<file path="src/rtl/serial_adder_ctrl.sv">
// Bit-serial WIDTH-bit adder: operands are latched on start and summed LSB-first,
// one bit per clock, through a half-adder pair with a registered carry.
module serial_adder_ctrl #(
  parameter int WIDTH = 8
) (
  input  logic             clk,
  input  logic             rst_n,
  input  logic             start,
  input  logic [WIDTH-1:0] op_a,
  input  logic [WIDTH-1:0] op_b,
  output logic             busy,
  output logic             done,
  output logic [WIDTH-1:0] sum,
  output logic             cout
);

  localparam int CNT_W = $clog2(WIDTH + 1);

  typedef enum logic [1:0] {IDLE, ADD, DONE} state_e;

  state_e             state_q, state_d;
  logic [WIDTH-1:0]   a_sr_q, a_sr_d;
  logic [WIDTH-1:0]   b_sr_q, b_sr_d;
  logic [WIDTH-1:0]   sum_q, sum_d;
  logic [CNT_W-1:0]   cnt_q, cnt_d;
  logic               c_q, c_d;
  logic               cout_q, cout_d;
  logic               busy_q, busy_d;
  logic               done_q, done_d;

  logic ha1_s, ha1_c, ha2_s, ha2_c, carry_new;

  // Full adder built from two half adders on the current bit pair
  always_comb begin
    ha1_s     = a_sr_q[0] ^ b_sr_q[0];
    ha1_c     = a_sr_q[0] & b_sr_q[0];
    ha2_s     = ha1_s ^ c_q;
    ha2_c     = ha1_s & c_q;
    carry_new = ha1_c | ha2_c;
  end

  always_comb begin
    state_d = state_q;
    a_sr_d  = a_sr_q;
    b_sr_d  = b_sr_q;
    sum_d   = sum_q;
    cnt_d   = cnt_q;
    c_d     = c_q;
    cout_d  = cout_q;
    unique case (state_q)
      IDLE: begin
        if (start) begin
          a_sr_d  = op_a;
          b_sr_d  = op_b;
          c_d     = 1'b0;
          cnt_d   = '0;
          sum_d   = '0;
          cout_d  = 1'b0;
          state_d = ADD;
        end
      end
      ADD: begin
        c_d    = carry_new;
        // Sum bits enter at the MSB so the LSB lands at bit 0 after WIDTH shifts
        sum_d  = (sum_q >> 1) | (WIDTH'(ha2_s) << (WIDTH - 1));
        a_sr_d = a_sr_q >> 1;
        b_sr_d = b_sr_q >> 1;
        cnt_d  = cnt_q + 1'b1;
        if (cnt_q == CNT_W'(WIDTH - 1)) begin
          cout_d  = carry_new;
          state_d = DONE;
        end
      end
      DONE:    state_d = IDLE;
      default: state_d = IDLE;
    endcase
    busy_d = (state_d != IDLE);
    done_d = (state_d == DONE);
  end

  always_ff @(posedge clk or negedge rst_n) begin
    if (!rst_n) begin
      state_q <= IDLE;
      a_sr_q  <= '0;
      b_sr_q  <= '0;
      sum_q   <= '0;
      cnt_q   <= '0;
      c_q     <= 1'b0;
      cout_q  <= 1'b0;
      busy_q  <= 1'b0;
      done_q  <= 1'b0;
    end else begin
      state_q <= state_d;
      a_sr_q  <= a_sr_d;
      b_sr_q  <= b_sr_d;
      sum_q   <= sum_d;
      cnt_q   <= cnt_d;
      c_q     <= c_d;
      cout_q  <= cout_d;
      busy_q  <= busy_d;
      done_q  <= done_d;
    end
  end

  assign busy = busy_q;
  assign done = done_q;
  assign sum  = sum_q;
  assign cout = cout_q;

endmodule
</file>
<file path="config.mk">
export PLATFORM = sky130hd
export DESIGN_NAME = serial_adder_ctrl
export DESIGN_NICKNAME = d
export VERILOG_FILES = /design/src/rtl/serial_adder_ctrl.sv
export SDC_FILE = /design/constraint.sdc
export NUM_CORES = 1
export LEC_CHECK = 0
export ABC_AREA = 1
export CORE_ASPECT_RATIO = 1.25
export CORE_MARGIN = 2
export CORE_UTILIZATION = 40
export CTS_CLUSTER_DIAMETER = 50
export CTS_CLUSTER_SIZE = 24
export DETAILED_ROUTE_END_ITERATION = 10
export MAX_ROUTING_LAYER = met4
export SLEW_MARGIN = 20
export SYNTH_ARGS = -nofsm -noshare
export SYNTH_HDL_FRONTEND = slang
export SYNTH_SLANG_ARGS = --single-unit
</file>
<file path="constraint.sdc">
create_clock -name clk -period 2.9 [get_ports clk]
set_input_delay 0.29 -clock clk [delete_from_list [all_inputs] [get_ports clk]]
set_output_delay 0.29 -clock clk [all_outputs]
set_load 0.01 [all_outputs]
</file>
# == Word-level counts from Yosys, hierarchy flattened ==
# Index checks and enable logic that the tools add are counted.
# word_totals
register_bits,34
word_cells,41
# op_classes
muxes,15
n_bitwise,6
n_addsub,1
n_reduce_logical,5
n_eq_ne,5
# op_table
cell,n
8-bit case mux with 2 select lines,3
8-bit 2-to-1 mux,3
7-bit by 8-bit OR with 8-bit output,1
4-bit case mux with 2 select lines,1
"4-bit by 1-bit adder with 4-bit output, second input constant",1
"4-bit by 3-bit equality test with 1-bit output, second input constant",1
2-bit 2-to-1 mux,2
4-bit 2-to-1 mux,1
"2-bit inequality test, second input constant",2
1-bit case mux with 2 select lines,2
2-bit case mux with 2 select lines,1
2-bit nonzero test,2
3-bit AND reduction,1
1-bit bitwise AND,2
"2-bit by 1-bit equality test with 1-bit output, second input constant",1
"2-bit equality test, second input constant",1
2-bit zero test,1
1-bit 2-to-1 mux,2
2-bit AND reduction,1
1-bit bitwise XOR,2
1-bit OR,1

# == Longest topological paths before layout ==
# Gate-level depths: netlist of run 1.
# depth
word_depth,5
ltp_mapped,7

# == Least setup slack after synthesis of run 1 ==
# No wires, ideal clock.
# synth_timing
path_kind,register to register
from,register state_q[0]
to,register a_sr_q[2]
setup_ns,0.116
arrival_ns,0.976
setup_slack_ns,1.807
stages_incl_launch_ff,6
n_path_buf,1
required_time_ns,2.784
path_cell_list,dfrtp_1 > o21ai_4 > inv_2 > buf_6 > nand2_1 > nand2_1
# synth_between
elab_chain_len,3
# synth_rtl
item,line_no,rtl
from (decl),21,"state_e state_q, state_d;"
from (signal assigned),93,state_q <= state_d;
2-bit by 1-bit equality test with 1-bit output / 2-bit zero test (equally long branches),50,unique case (state_q)
2-bit nonzero test (no source line) / 2-bit inequality test (equally long branches),--,
2-bit AND reduction (no source line),--,
to (signal assigned),94,a_sr_q <= a_sr_d;
to (decl),22,"logic [WIDTH-1:0] a_sr_q, a_sr_d;"
# Parallel ways exist; a longest one is shown, timed or not.
# A chain may end at the register's enable or synchronous reset.

# == Worst setup path after layout of run 1 ==
# layout_timing
from,register sum_q[4] (netlist: sum[4])
to,output port sum[4]
# layout_rtl
item,line_no,rtl
from (decl),24,"logic [WIDTH-1:0] sum_q, sum_d;"
from (signal assigned),96,sum_q <= sum_d;
to (decl),13,"output logic [WIDTH-1:0] sum,"
# No word-level cell between the ends.

==> key figures, run 1 <==
Global routing
  • Initial antenna violation count: 0
  • Pin count of the biggest net entering global routing: 35
  • Tot GR Track Use: ~16%
  • Grt ovf: 0
  • First-pass GRT wire length: around 5200 um
  • Vias in the first global route: 1182

STA
  • RSZ-0062 raised after global routing: no
  • Fmax: ~660 MHz
  • Setup slack after layout: between 1000 and 1500 ps
  • Final worst path period need: 1510 ps
  • Clock skew: 3.95 ps
  • Slew margin rel.: just under 60%
  • Final hold violations: 0
  • Final Setup Violations: 0
  • Tcrit/Tclk final: 51.9%
  • Worst-margin pin slew: 626 ps
  • Slew Limit Fails: 0
  • Setup TNS: 0 ps

Min path
  • Worst Hold Class: input port to async pin

Clock network
  • Clk_lat worst skew: roughly 280 ps
  • Setup repair bufs after CTS: 0
  • Cts bufs inserted: 5
  • Post-CTS resize count: 0
  • Clock Path Buffers: 2
  • CTS HTree Levels: 2
  • Clock sink count: 34
  • Reg clk slew, reported paths: 70 ps
  • CTS tree: done
  • Clock Tree Root: clkbuf_8
  • Hold-fix buffers at CTS: 0

Floorplanning
  • Initial core utilization: between 40% and 50%
  • DIE AREA: around 4400 um^2
  • Core ar.: between 3000 and 4000 um^2
  • Die width: around 59 um
  • Rows: 25
  • IO Count: 30
  • Die Height: 73.3 um

Setup path
  • Startpoint Class: register
  • CP Capture Type: output port
  • Setup crit end: sum[4]
  • Worst Reg-to-Reg Cells: 6
  • Worst Path Max Fanout: 3
  • Critical Path AT: 1220 ps
  • Worst path cell trace: clkdlybuf4s50_1
  • CP Buf/Inv Count: 1
  • Crit Reg-Reg Startpoint: state_q[1]$_DFF_PN0_
  • CP Class: register to output port
  • Worst EP required: between 2000 and 3000 ps
  • R2R setup slack: about 1400 ps
  • CP max stage delay: ~550 ps
  • WP depth: 1
  • Setup crit start: sum[4]$_DFFE_PN0P_
  • CP max stage cell: clkdlybuf4s50_1
  • RR Endpoint: b_sr_q[4]$_DFFE_PN0P_
  • Top delay family on crit path: buffers and inverters

Cells and area
  • Synth-to-layout area growth: 26.4%
  • Share of post-route cells with drive strength above 1: 7.27%
  • N_diodes: 0
  • Final nets: between 200 and 250

Pwr
  • Switch Pwr: approximately 0.74 mW
  • Combinational Power Share: about two fifths
  • P_leak: a little over 1 nW
  • VDD IR max: between 300 and 400 uV
  • Clock network fraction of design power: 20.5%
  • Cell-internal power: approximately 1.2 mW
  • Seq pwr share: 41.0%
  • Net Sw Frac: 37.7%
  • Pwr dens: between 1000 and 1500 nW/um^2

Synthesis
  • Sequential-to-total area share from yosys stat: roughly 55%
  • Post-synth ARST share: between 90% and 100%
  • Syn nets: 209
  • Main flop type after synthesis: dfrtp_1
  • Post-synthesis average cell area: 8.18 um^2
  • Post-synthesis register bit count: 34
  • Ys Warns: 0
  • Synthesized area: around 1500 um^2
  • Synthesized instance count: approximately 190
  • Post-synth EDFFs: 0
  • Synth cell types: 17

Routing
  • Post-route ant nets: 0
  • Via count: 1237
  • Final wirelength: between 3000 and 4000 um
  • TritonRoute pass-1 iters: 4
  • DR iter-0 viols: 54
  • Via/cell ratio: approximately 4.8
  • Routed len/inst: approximately 12 um
  • Drc violations: 0

Placement
  • Routability cong.: 0.760
  • Post-DP HPWL: just over 2000 um
  • Port Buffers: 29
  • DP Worst Slack: ~1300 ps

Run status
  • Status: completed

Run
  • Maximum capacitance violations: 0
cells in the final DEF, fill, tap and decap left out:
cell / netlist / layout
nand2_1: 108 / 108
dfrtp_1: 34 / 34
clkdlybuf4s50_1: 0 / 29
o21ai_0: 12 / 12
inv_1: 10 / 10
clkbuf_8: 0 / 8
nand3_1: 4 / 4
nor2_1: 2 / 2
inv_2: 2 / 2
nand2_2: 2 / 2
nand4_1: 2 / 2
buf_4: 2 / 2
nor2_4: 1 / 1
o21ai_4: 1 / 1
o21ai_1: 1 / 1
fa_1: 1 / 1
ha_1: 1 / 1
metrics by stage:
stage          total power, mW  hold WS, ps  utilization (%)  cell area (um^2)  instances
4_1_cts                   2.00          434             52.2              1940        260
2_1_floorplan             1.34        -5.59                -              1540        188
6_report                  1.97          416             52.2              1940        260
3_3_place_gp              1.56          465             49.3              1830        252
5_1_grt                   2.14          466             52.2              1940        260
3_5_place_dp              1.58          466             49.3              1830        252
worst min-delay path by stage:
stage / startpoint / to / depth (start not counted) / slack [ps]
global placement: b_sr_q[5]$_DFFE_PN0P_ / b_sr_q[5]$_DFFE_PN0P_ / 2 / 460
global route: rst_n / sum[4]$_DFFE_PN0P_ / 2 / 470
CTS: rst_n / sum[4]$_DFFE_PN0P_ / 2 / 430
detailed placement: a_sr_q[6]$_DFFE_PN0P_ / a_sr_q[6]$_DFFE_PN0P_ / 2 / 470
floorplan: rst_n / a_sr_q[0]$_DFFE_PN0P_ / 0 / -6
finish: rst_n / cnt_q[0]$_DFFE_PN0P_ / 2 / 420
state kept, by name, indices dropped and copies added, names as in the netlist:
register  cells
busy          1
state_q       2
cnt_q         4
a_sr_q        8
c_q           1
b_sr_q        8
done          1
cout          1
sum           8
layout make-up:
cell class / instances / area [um^2]
fillers: 362 / 1780
flip-flops and latches: 34 / 851
inverters: 12 / 45.0
clock buffers: 8 / 110
multi-input cells: 135 / 583
well taps: 40 / 50.0
repair buffers: 31 / 305
Yosys cell counts (2+ instances only):
library cell  count  area [um^2]
buf_4             2         15.0
inv_1            10         37.5
o21ai_0          12         60.1
nor2_1            2         7.51
nand2_2           2         12.5
buf_6             3         33.8
nand4_1           2         12.5
dfrtp_1          34          851
nand2_1         108          405
buf_2             2         10.0
inv_2             2         7.51
nand3_1           4         20.0
logic make-up (layout without fill, tap and decap cells):
family / count (synthesis) / count (layout) / synth area share [%]
AND/OR/NAND/NOR: 119 / 119 / 30.5
flip-flops: 34 / 34 / 55.3
buffers and inverters: 19 / 51 / 6.75
AO/OA/AOI/OAI: 14 / 14 / 5.29
adder cells (fa/ha/maj): 2 / 2 / 2.12
layer usage:
metal | up-vias | GRT usage (%) | share of wire (%)
li1 | 632 | - | -
met5 | - | - | 0
met2 | 32 | 26.3 | 50
met3 | 6 | 4.75 | 4.2
met1 | 567 | 19.4 | 45
met4 | 0 | 6.57 | 1.4
power groups by stage:
stage / clock network (mW) / registers [mW] / logic (mW)
final: 0.402 / 0.806 / 0.757
after global routing: 0.432 / 0.836 / 0.874
after CTS: 0.419 / 0.806 / 0.770
after detailed placement: 0 / 0.815 / 0.768
after global placement: 0 / 0.806 / 0.753
after floorplan: 0 / 0.817 / 0.523
Note: power is estimated with default switching activity, not from simulation.
==> run 2, diff against run 1 <==
PLACE_DENSITY = 0.67   (was unset)
clock period = 1.3 ns   (was 2.9 ns; I/O delays follow)
==> run 2 against run 1 <==
Net effect: via count decreased by 0.81%; clock power increased by 99%; setup slack got worse by 1300 ps; total power increased by 120%; core utilization increased by 0.97 points; sequential cell count unchanged; critical path depth increased by 6; sequential power increased by 120%; worst hold slack got worse by 200 ps; clock skew increased by 1.8 ps; critical endpoint is now a_sr_q[5]$_DFFE_PN0P_; largest power group unchanged.
==> key figures, run 2 (synthesis gave the netlist of run 1 again) <==
Run status
  • Status: completed

Floorplanning
  • Initial core utilization: between 40% and 50%
  • IO Count: 30
  • Rows: 25
  • DIE AREA: 4360 um^2
  • Die width: just under 60 um
  • Core ar.: 3720 um^2
  • Die Height: 73.3 um

Global routing
  • Grt ovf: 0
  • Pin count of the biggest net entering global routing: 35
  • First-pass GRT wire length: around 5300 um
  • Met1 Use GR: about a fifth
  • Met3 Use GR: a little under 6%
  • Vias in the first global route: 1229
  • GR Util met2: between 20% and 30%
  • Initial antenna violation count: 0
  • Tot GR Track Use: about 17%
  • GR peak layer: met2

Routing
  • Drc violations: 0
  • Via/cell ratio: around 4.6
  • DR iter-0 viols: 15
  • Final wirelength: 2930 um
  • Post-route ant nets: 0
  • Routed len/inst: approximately 11 um
  • Via count: about 1200
  • TritonRoute pass-1 iters: 4

Placement
  • Routability cong.: between 0.8 and 0.9
  • Port Buffers: 29
  • Post-DP HPWL: roughly 2000 um
  • Dpl cells: roughly 260

STA
  • Final Setup Violations: 0
  • RSZ-0062 raised after global routing: no
  • Clock skew: ~5.7 ps
  • Final hold violations: 0
  • Setup TNS: 0 ps
  • Hold slack: roughly 210 ps
  • Slew Limit Fails: 0
  • Slew margin rel.: slightly below 80%
  • Final worst path period need: roughly 1200 ps
  • Fmax: roughly 840 MHz
  • Worst-margin pin slew: between 300 and 400 ps
  • Tcrit/Tclk final: about nine tenths

Clock network
  • Clk_lat worst skew: 290 ps
  • CTS HTree Levels: 2
  • Hold-fix buffers at CTS: 0
  • Clock sink count: 34
  • Clock Path Buffers: 2
  • CTS tree: done
  • Reg clk slew, reported paths: roughly 70 ps
  • Setup repair bufs after CTS: 0
  • Clock Tree Root: clkbuf_8
  • Cts bufs inserted: 5
  • Post-CTS resize count: 10

Min path
  • Worst Hold Class: input port to async pin

Cells and area
  • N_diodes: 0
  • Non-filler instance count after layout: approximately 270
  • Most common cell after layout, fill and taps aside: nand2_1
  • Synth-to-layout area growth: 28.8%
  • Multi-input combinational cell area: 586 um^2
  • Commonest cells after routing, fill and taps aside: nand2_1, dfrtp_1, clkdlybuf4s50_1
  • Fill cells: roughly 360
  • Share of post-route cells with drive strength above 1: under 10%
  • Final nets: 245
  • Sequential cell area: between 800 and 900 um^2

Pwr
  • P_leak: about 1.1 nW
  • Pwr dens: roughly 2200 nW/um^2
  • Cell-internal power: 2.67 mW
  • Net Sw Frac: 38.3%
  • Seq pwr share: 41.0%
  • Switch Pwr: about 1.7 mW
  • VDD IR max: 1180 uV
  • Clock network fraction of design power: between 10% and 20%
  • Combinational Power Share: between 40% and 50%

Setup path
  • Cell mode on critical path: nand2_1
  • Worst Reg-to-Reg Cells: 7
  • CP Capture Type: register
  • Crit Reg-Reg Startpoint: state_q[0]$_DFF_PN0_
  • Critical Path AT: approximately 1400 ps
  • CP max stage delay: between 400 and 500 ps
  • Startpoint Class: register
  • Worst EP required: 1520 ps
  • Setup crit start: state_q[0]$_DFF_PN0_
  • CP Class: register to register
  • CP max stage cell: dfrtp_1
  • Worst path cell trace: inv_2 > nor2_4 > buf_4 > nand2_1 > nand2_1 > nand2_1 > nand2_1
  • Worst Path Max Fanout: 9

Run
  • Maximum capacitance violations: 0
[run 2: cell types whose count changed in the layout (fill, tap and decap cells not counted), sizes merged]
cell           before  now
buf                 2    7
clkbuf              8    7
clkdlybuf4s50      29   18
clkinv              0    1
dlygate4sd2         0   10
dlymetal6s2s        0    1
[run 2: power by group through the flow]
stage / Combinational [mW] / Clock [mW] / Sequential, mW
6_report: 1.75 / 0.800 / 1.77
5_1_grt: 2.07 / 0.876 / 1.82
4_1_cts: 1.78 / 0.826 / 1.78
3_5_place_dp: 1.86 / 0 / 1.80
3_3_place_gp: 1.84 / 0 / 1.79
2_1_floorplan: 1.17 / 0 / 1.82
[run 2: worst paths after layout]
path / endpoint / slack, ps
setup / recovery: a_sr_q[5]$_DFFE_PN0P_ / 110
hold / removal: sum[4]$_DFFE_PN0P_ / 210
setup reg to reg: a_sr_q[5]$_DFFE_PN0P_ / 110
hold reg to reg: sum[0]$_DFFE_PN0P_ / 470
max in group asynchronous: a_sr_q[5]$_DFFE_PN0P_ / 910
min in group clk: a_sr_q[7]$_DFFE_PN0P_ / 400
[run 2: layout make-up]
class                      instances  share of cell area, %
clock buffer                       7                   4.36
multi-input combinational        135                   29.6
tap                               40                   2.53
inverter                          12                   2.27
timing repair buffer              36                   18.1
sequential                        34                   43.0
clock inverter                     1                  0.253
[run 2: worst max-delay path, delay by kind of cell, from the launching register on]
| kind | cells | cell delay, ps |
|---|---|---|
| buffers and inverters | 2 | 290 |
| flip-flops | 1 | 440 |
| AND/OR/NAND/NOR | 5 | 390 |
[run 2: metrics by stage]
stage	instance area, um^2	setup WS [ps]	util, %	power (mW)
detailed placement	1900	39.3	51.0	3.66
floorplan	1540	207	-	2.99
CTS	1980	26.0	53.1	4.39
global route	1980	4.00	53.2	4.77
global placement	1900	71.7	51.0	3.63
finish	1980	110	53.2	4.32
[run 2: routing by layer]
metal | vias up | routed length [um]
li1 | 642 | -
met1 | 551 | 1270
met2 | 25 | 1450
met3 | 9 | 122
met4 | 0 | 85
met5 | - | 0
